$ cat src/rtl/decode_stage.sv
// decode_stage: registered instruction-field decoder with a valid/ready handshake.
// A 2-entry (output + skid) buffer lets fetch and execute stall independently
// while sustaining one instruction per cycle.
module decode_stage #(
  parameter int unsigned          INSTR_W      = 10,
  parameter int unsigned          OPC_W        = 4,
  parameter int unsigned          DATA_W       = 16,
  parameter int unsigned          SIGN_EXT     = 0,
  parameter logic [2**OPC_W-1:0]  ILLEGAL_MASK = '0
) (
  input  logic                Clock,
  input  logic                ResetN,
  input  logic                Flush,
  input  logic                InValid,
  output logic                InReady,
  input  logic [INSTR_W-1:0]  Instruction,
  output logic                OutValid,
  input  logic                OutReady,
  output logic [OPC_W-1:0]    Opcode,
  output logic [DATA_W-1:0]   FieldHi,
  output logic [DATA_W-1:0]   FieldMid,
  output logic [DATA_W-1:0]   FieldAll,
  output logic [DATA_W-1:0]   FieldLo,
  output logic                Bit1,
  output logic                Bit0,
  output logic                Illegal
);

  localparam int unsigned OPR_W = INSTR_W - OPC_W;

  // Handshake state
  logic                out_valid_q, out_valid_d;
  logic                skid_valid_q, skid_valid_d;
  logic                in_ready_q, in_ready_d;
  logic [INSTR_W-1:0]  skid_q;

  // Registered decoded outputs
  logic [OPC_W-1:0]    opcode_q;
  logic [DATA_W-1:0]   field_hi_q, field_mid_q, field_all_q, field_lo_q;
  logic                bit1_q, bit0_q, illegal_q;

  // Control and decode signals
  logic                accept, out_free, load_out, load_skid;
  logic [INSTR_W-1:0]  src;
  logic [OPR_W-1:0]    opr;
  logic                sign;
  logic [DATA_W-1:0]   dec_hi, dec_mid, dec_all, dec_lo;

  assign accept   = InValid & in_ready_q;
  assign out_free = ~out_valid_q | OutReady;

  // The skid entry is always older than the input, so it has priority.
  assign src = skid_valid_q ? skid_q : Instruction;

  // Split and extend the operand fields of the word about to be loaded.
  always_comb begin
    opr  = src[OPR_W-1:0];
    // All three operand fields share the operand MSB as their sign bit.
    sign = (SIGN_EXT != 0) && opr[OPR_W-1];
    dec_hi               = {DATA_W{sign}};
    dec_hi[OPR_W-3:0]    = opr[OPR_W-1:2];
    dec_mid              = {DATA_W{sign}};
    dec_mid[OPR_W-2:0]   = opr[OPR_W-1:1];
    dec_all              = {DATA_W{sign}};
    dec_all[OPR_W-1:0]   = opr;
    dec_lo               = '0;
    dec_lo[1:0]          = src[1:0];
  end

  // Next-state for the output/skid occupancy and the registered ready.
  always_comb begin
    out_valid_d  = out_valid_q;
    skid_valid_d = skid_valid_q;
    load_out     = 1'b0;
    load_skid    = 1'b0;
    if (Flush) begin
      out_valid_d  = 1'b0;
      skid_valid_d = 1'b0;
    end else if (out_free) begin
      load_out     = skid_valid_q | accept;
      out_valid_d  = skid_valid_q | accept;
      skid_valid_d = 1'b0;
    end else if (accept) begin
      load_skid    = 1'b1;
      skid_valid_d = 1'b1;
    end
    in_ready_d = ~skid_valid_d;
  end

  // State and data registers with synchronous active-low reset.
  always_ff @(posedge Clock) begin
    if (!ResetN) begin
      out_valid_q  <= 1'b0;
      skid_valid_q <= 1'b0;
      in_ready_q   <= 1'b1;
      skid_q       <= '0;
      opcode_q     <= '0;
      field_hi_q   <= '0;
      field_mid_q  <= '0;
      field_all_q  <= '0;
      field_lo_q   <= '0;
      bit1_q       <= 1'b0;
      bit0_q       <= 1'b0;
      illegal_q    <= 1'b0;
    end else begin
      out_valid_q  <= out_valid_d;
      skid_valid_q <= skid_valid_d;
      in_ready_q   <= in_ready_d;
      if (load_skid) begin
        skid_q <= Instruction;
      end
      if (load_out) begin
        opcode_q    <= src[INSTR_W-1:OPR_W];
        field_hi_q  <= dec_hi;
        field_mid_q <= dec_mid;
        field_all_q <= dec_all;
        field_lo_q  <= dec_lo;
        bit1_q      <= src[1];
        bit0_q      <= src[0];
        illegal_q   <= ILLEGAL_MASK[src[INSTR_W-1:OPR_W]];
      end
    end
  end

  assign InReady  = in_ready_q;
  assign OutValid = out_valid_q;
  assign Opcode   = opcode_q;
  assign FieldHi  = field_hi_q;
  assign FieldMid = field_mid_q;
  assign FieldAll = field_all_q;
  assign FieldLo  = field_lo_q;
  assign Bit1     = bit1_q;
  assign Bit0     = bit0_q;
  assign Illegal  = illegal_q;

endmodule

$ cat config.mk
export PLATFORM = sky130hd
export DESIGN_NAME = decode_stage
export DESIGN_NICKNAME = d
export VERILOG_FILES = /design/src/rtl/decode_stage.sv
export SDC_FILE = /design/constraint.sdc
export NUM_CORES = 1
export LEC_CHECK = 0
export ABC_AREA = 1
export CAP_MARGIN = 10
export CORE_AREA = 8 8 72 74
export CTS_BUF_LIST = sky130_fd_sc_hd__clkbuf_2 sky130_fd_sc_hd__clkbuf_4 sky130_fd_sc_hd__clkbuf_8
export DETAILED_ROUTE_END_ITERATION = 10
export DIE_AREA = 0 0 80 82
export PLACE_DENSITY_LB_ADDON = 0.1
export SLEW_MARGIN = 20
export SYNTH_ARGS = -nofsm -noshare
export SYNTH_HDL_FRONTEND = slang
export SYNTH_SLANG_ARGS = --single-unit
$ cat constraint.sdc
create_clock -name Clock -period 1.2 [get_ports Clock]
set_input_delay 0.24 -clock Clock [delete_from_list [all_inputs] [get_ports Clock]]
set_output_delay 0.24 -clock Clock [all_outputs]
set_load 0.005 [all_outputs]
# Word level (Yosys, flattened, before mapping)
# Memories as Yosys holds them, arrays and structs flattened. A register that Yosys moved wholly into a read port is not among the register bits.
# Cells that the tools add are included.
# Widths: inputs -> output; s select.
[totals]
input_bits = 15
romBits = 16
n_memories = 1
wordCells = 29
out_inout_bits = 73
regBits = 36
[memory_table]
columns = ["name", "words", "word_bits", "rd", "rd_clocked_by_memory_dff", "wr", "line", "source"]
rows = [
  ["(name not given)", 16, 1, 1, 1, 0, "120", "illegal_q <= ILLEGAL_MASK[src[INSTR_W-1:OPR_W]];"],
]
[op_classes]
n_reduce_logical = 2
bitwise = 6
n_mux = 9
[ops]
columns = ["op", "n"]
rows = [
  ["$mux 10", 1],
  ["$mux 1", 8],
  ["$not 1->1", 3],
  ["$or 1x1->1", 2],
  ["$reduce_or 2->1", 1],
  ["$and 1x1->1", 1],
  ["$logic_not 1->1", 1],
]

# Logic depth before layout (Yosys ltp)
[logic_depth]
ltp_word = 5
depth_mapped = 7
depth_no_buf = 6

# Worst setup path before layout
# OpenSTA, ideal clock, no wires.
[synth_timing]
path_kind = "register to register"
start = "register in_ready_q (netlist: InReady)"
end = "register field_all_q[1] (netlist: FieldAll[1])"
arrival_ps = 863
setup_ps = 113
path_stages_with_launch = 7
period_less_slack_ps = 976
setup_slack_ps = 224
path_cell_list = "dfxtp_1 nand2_2 nand2_1 nand3_2 buf_4 nor2_1 nor2_1"
[synth_between]
elab_chain_cells = 4
[synth_rtl]
columns = ["item", "line", "source"]
rows = [
  ["start, declared", "34", "logic in_ready_q, in_ready_d;"],
  ["start signal, assigned", "108", "in_ready_q <= in_ready_d;"],
  ["$and 1x1->1", "49", "assign accept = InValid & in_ready_q;"],
  ["$or 1x1->1", "80", "load_out = skid_valid_q | accept;"],
  ["$mux 1", "79", "end else if (out_free) begin"],
  ["$mux 1", "76", "if (Flush) begin"],
  ["end signal, assigned", "116", "field_all_q <= dec_all;"],
  ["end, declared", "39", "logic [DATA_W-1:0] field_hi_q, field_mid_q, field_all_q, field_lo_q;"],
]
# Every way passes these cells.
# A chain may end at the register's enable or synchronous reset.

==> run metrics <==
result of the run=completed; area of the core=4140 um^2; total length of routed wires=3.37 mm; H-tree level count=1; Yosys top cell area share=0.310; start-to-end type of the worst setup path=flip-flop to output pin; Post-CTS Hold Buffers=0; clock-pin slew of the registers on the worst-case setup and hold paths=80 ps; adder-cell share of the synthesized area=0; fraction of layout instances using a drive strength above 1=0.150; full die area=6560 um^2; maximum fanout count along the critical path=3; area used by sequential logic in the layout=470 um^2; Final WS setup=42.0 ps; die height=82 um; clk buf depth=2; number of DRC markers after the initial detailed-route iteration=43; pre-CTS setup slack=-225 ps; Period minus WS final=1160 ps; Post-Synthesis Cell Area=1520 um^2; first-pass GRT wire length=5.35 mm; number of max-cap violations=0; R2R depth=5; critical-path cell with the highest stage delay=dfxtp_2; maximum vdd ir drop=0.000447 V; top library cells by usage in the layout, fill and taps aside=conb_1, nor2_1, nand2_1; vias in the first global route=1250; termination of the worst setup path=FieldMid[3]; ratio of total power to cell area=902 nW/um^2; main combinational cell family by area after synthesis=buffers and inverters; Worst-Skew Late Latency=270 ps; I/O pin count=88; final count of hold timing violations=0; total routing resource utilization after global routing=0.0998; biggest area contributors in the synthesized netlist=buf_4, dfxtp_1, nand2_1; Antenna Diode Count=0; post-synthesis register bit count=23; FF-to-FF setup slack=130 ps; area fraction in and, or, nand and nor cells after synthesis=0.271; pin count of the biggest net entering global routing=21; WL/cell=10.6 um; critical-path cell list=buf_4 -> clkdlybuf4s15_1; fill cell total of the finished layout=475; maximum achievable frequency=864 MHz; CP startpoint kind=flip-flop; Initial Utilization=0.368; fraction of the mapped netlist area in compound gates=0.0328; signal arrival time at the worst endpoint=920 ps; endpoint of the most critical register-to-register path=skid_q[4]; worst path buffer plus inverter count=2; post-synthesis mux area share=0; Std-Cell Rows=24; via count=1238; cell count along the critical path=2; CTS root buf=clkbuf_8; Worst Hold Class=flip-flop to flip-flop; grt ovf=0; Post-Synthesis Cells=227; Layout Area Growth over Synthesis=20.5%; post-synthesis area per instance=6.71 um^2; Buffers on Ports=39; global placer's final weighted congestion=0.708; top cell type by total area after synthesis=buf_4; Multi-input gate area=658 um^2; Critical Path Start=FieldAll[4]; Ys Warns=0; length of the first detailed-routing pass in iterations=2; register area share after synthesis=0.302; ratio of routed vias to standard cells=3.88; most common cell after layout, fill and taps aside=conb_1; Final setup viols=0; initial antenna violation count=0; # clock sinks=23; portion of the clock cycle consumed by the worst path in the final layout=0.965; worst endpoint required time=960 ps; post-synthesis cell type count=15; Final Net Count=283; DRC errors left=0; cts bufs inserted=3; RSZ-0062 raised after global routing=false; leakage power summed over all cells=0.00101 uW; post-route antenna net violation count=0; peak per-stage delay on the critical path=330 ps; cell family contributing the most delay on the critical path=flip-flops; worst clock skew=6.42 ps; die extent in x=80 um; max-slew violation count=0; endpoint class of the critical path=output pin; detailed-placement wirelength estimate=2.59 mm; core occupancy in the finished layout=0.443; Reg-to-Reg Start=InReady; CTS tree=built; synthesized-area fraction occupied by xor and xnor cells=0
==> synth_stat cells, drive strengths merged <==
cell / n
clkinv: 1
conb: 1
nand2: 45
buf: 67
nor3: 1
nand3: 12
o21ai: 10
nor2: 42
inv: 24
clkbuf: 1
dfxtp: 23
==> report_power, final <==
group | total (uW) | switching [uW] | internal (uW) | leakage (uW)
Clock | 491 | 259 | 232 | 0.0000255
Sequential | 815 | 16.9 | 798 | 0.000190
Combinational | 351 | 183 | 168 | 0.000797
Total | 1660 | 459 | 1200 | 0.00101
==> metrics by stage <==
| step | power, uW | setup TNS [ps] | hold WS [ps] | instance area, um^2 | instances |
|---|---|---|---|---|---|
| 2_1_floorplan | 1140 | 0 | 360 | 1700 | 274 |
| 3_3_place_gp | 1190 | -4500 | 465 | 1750 | 308 |
| 3_5_place_dp | 1190 | -4590 | 472 | 1750 | 308 |
| 4_1_cts | 1670 | -83.9 | 488 | 1820 | 318 |
| 5_1_grt | 1770 | 0 | 511 | 1840 | 319 |
| 6_report | 1660 | 0 | 487 | 1840 | 319 |
==> flip-flops by register name, summed over array words and instances, names as in the netlist <==
| name | flops |
|---|---|
| FieldAll | 5 |
| FieldLo | 1 |
| InReady | 1 |
| skid_q | 10 |
| skid_valid_q | 1 |
| OutValid | 1 |
| Opcode | 4 |
==> repair_timing <==
action / in CTS / in global routing
gates resized for setup: 38 / 14
endpoints found under the setup margin: 25 / 15
pin swaps: 0 / 3
gates cloned: 0 / 1
setup buffers: 6 / 0
==> worst register-to-register path, delay by kind of cell (launching register included) <==
family	cells	cell delay [ps]
buffers and inverters	1	260
DFF	1	330
and+or+nand+nor	4	420
==> routing by layer <==
metal / up-vias / track usage / share of wire
met1: 535 / 0.112 / 0.43
met3: 4 / 0.0142 / 0.092
li1: 643 / - / -
met5: - / 0 / 0
met2: 56 / 0.180 / 0.46
met4: 0 / 0.0491 / 0.014
==> worst min-delay path by stage <==
stage	depth (start not counted)	end	start	slack, ps
after floorplan	2	FieldAll[4]	ResetN	360
after CTS	2	skid_q[0]	skid_q[0]	490
after detailed placement	2	skid_q[0]	skid_q[0]	470
final	2	skid_q[2]	skid_q[2]	490
after global routing	2	skid_q[9]	skid_q[9]	510
after global placement	2	skid_q[0]	skid_q[0]	470
==> cell type report <==
cell class | instances | area share
Clock inverter | 1 | 0.00272
Tap cell | 52 | 0.0354
Inverter | 25 | 0.0511
Timing Repair Buffer | 57 | 0.274
Multi-Input combinational cell | 158 | 0.358
Sequential cell | 23 | 0.256
Clock buffer | 3 | 0.0225
==> logic make-up (layout without fill, tap and decap cells) <==
logic type      count (synthesis)  after routing
compound gates                 10             10
buf+inv                        93             86
flops                          23             23
other cells                     1             48
simple gates                  100            100
(Power assumes the default switching activity.)
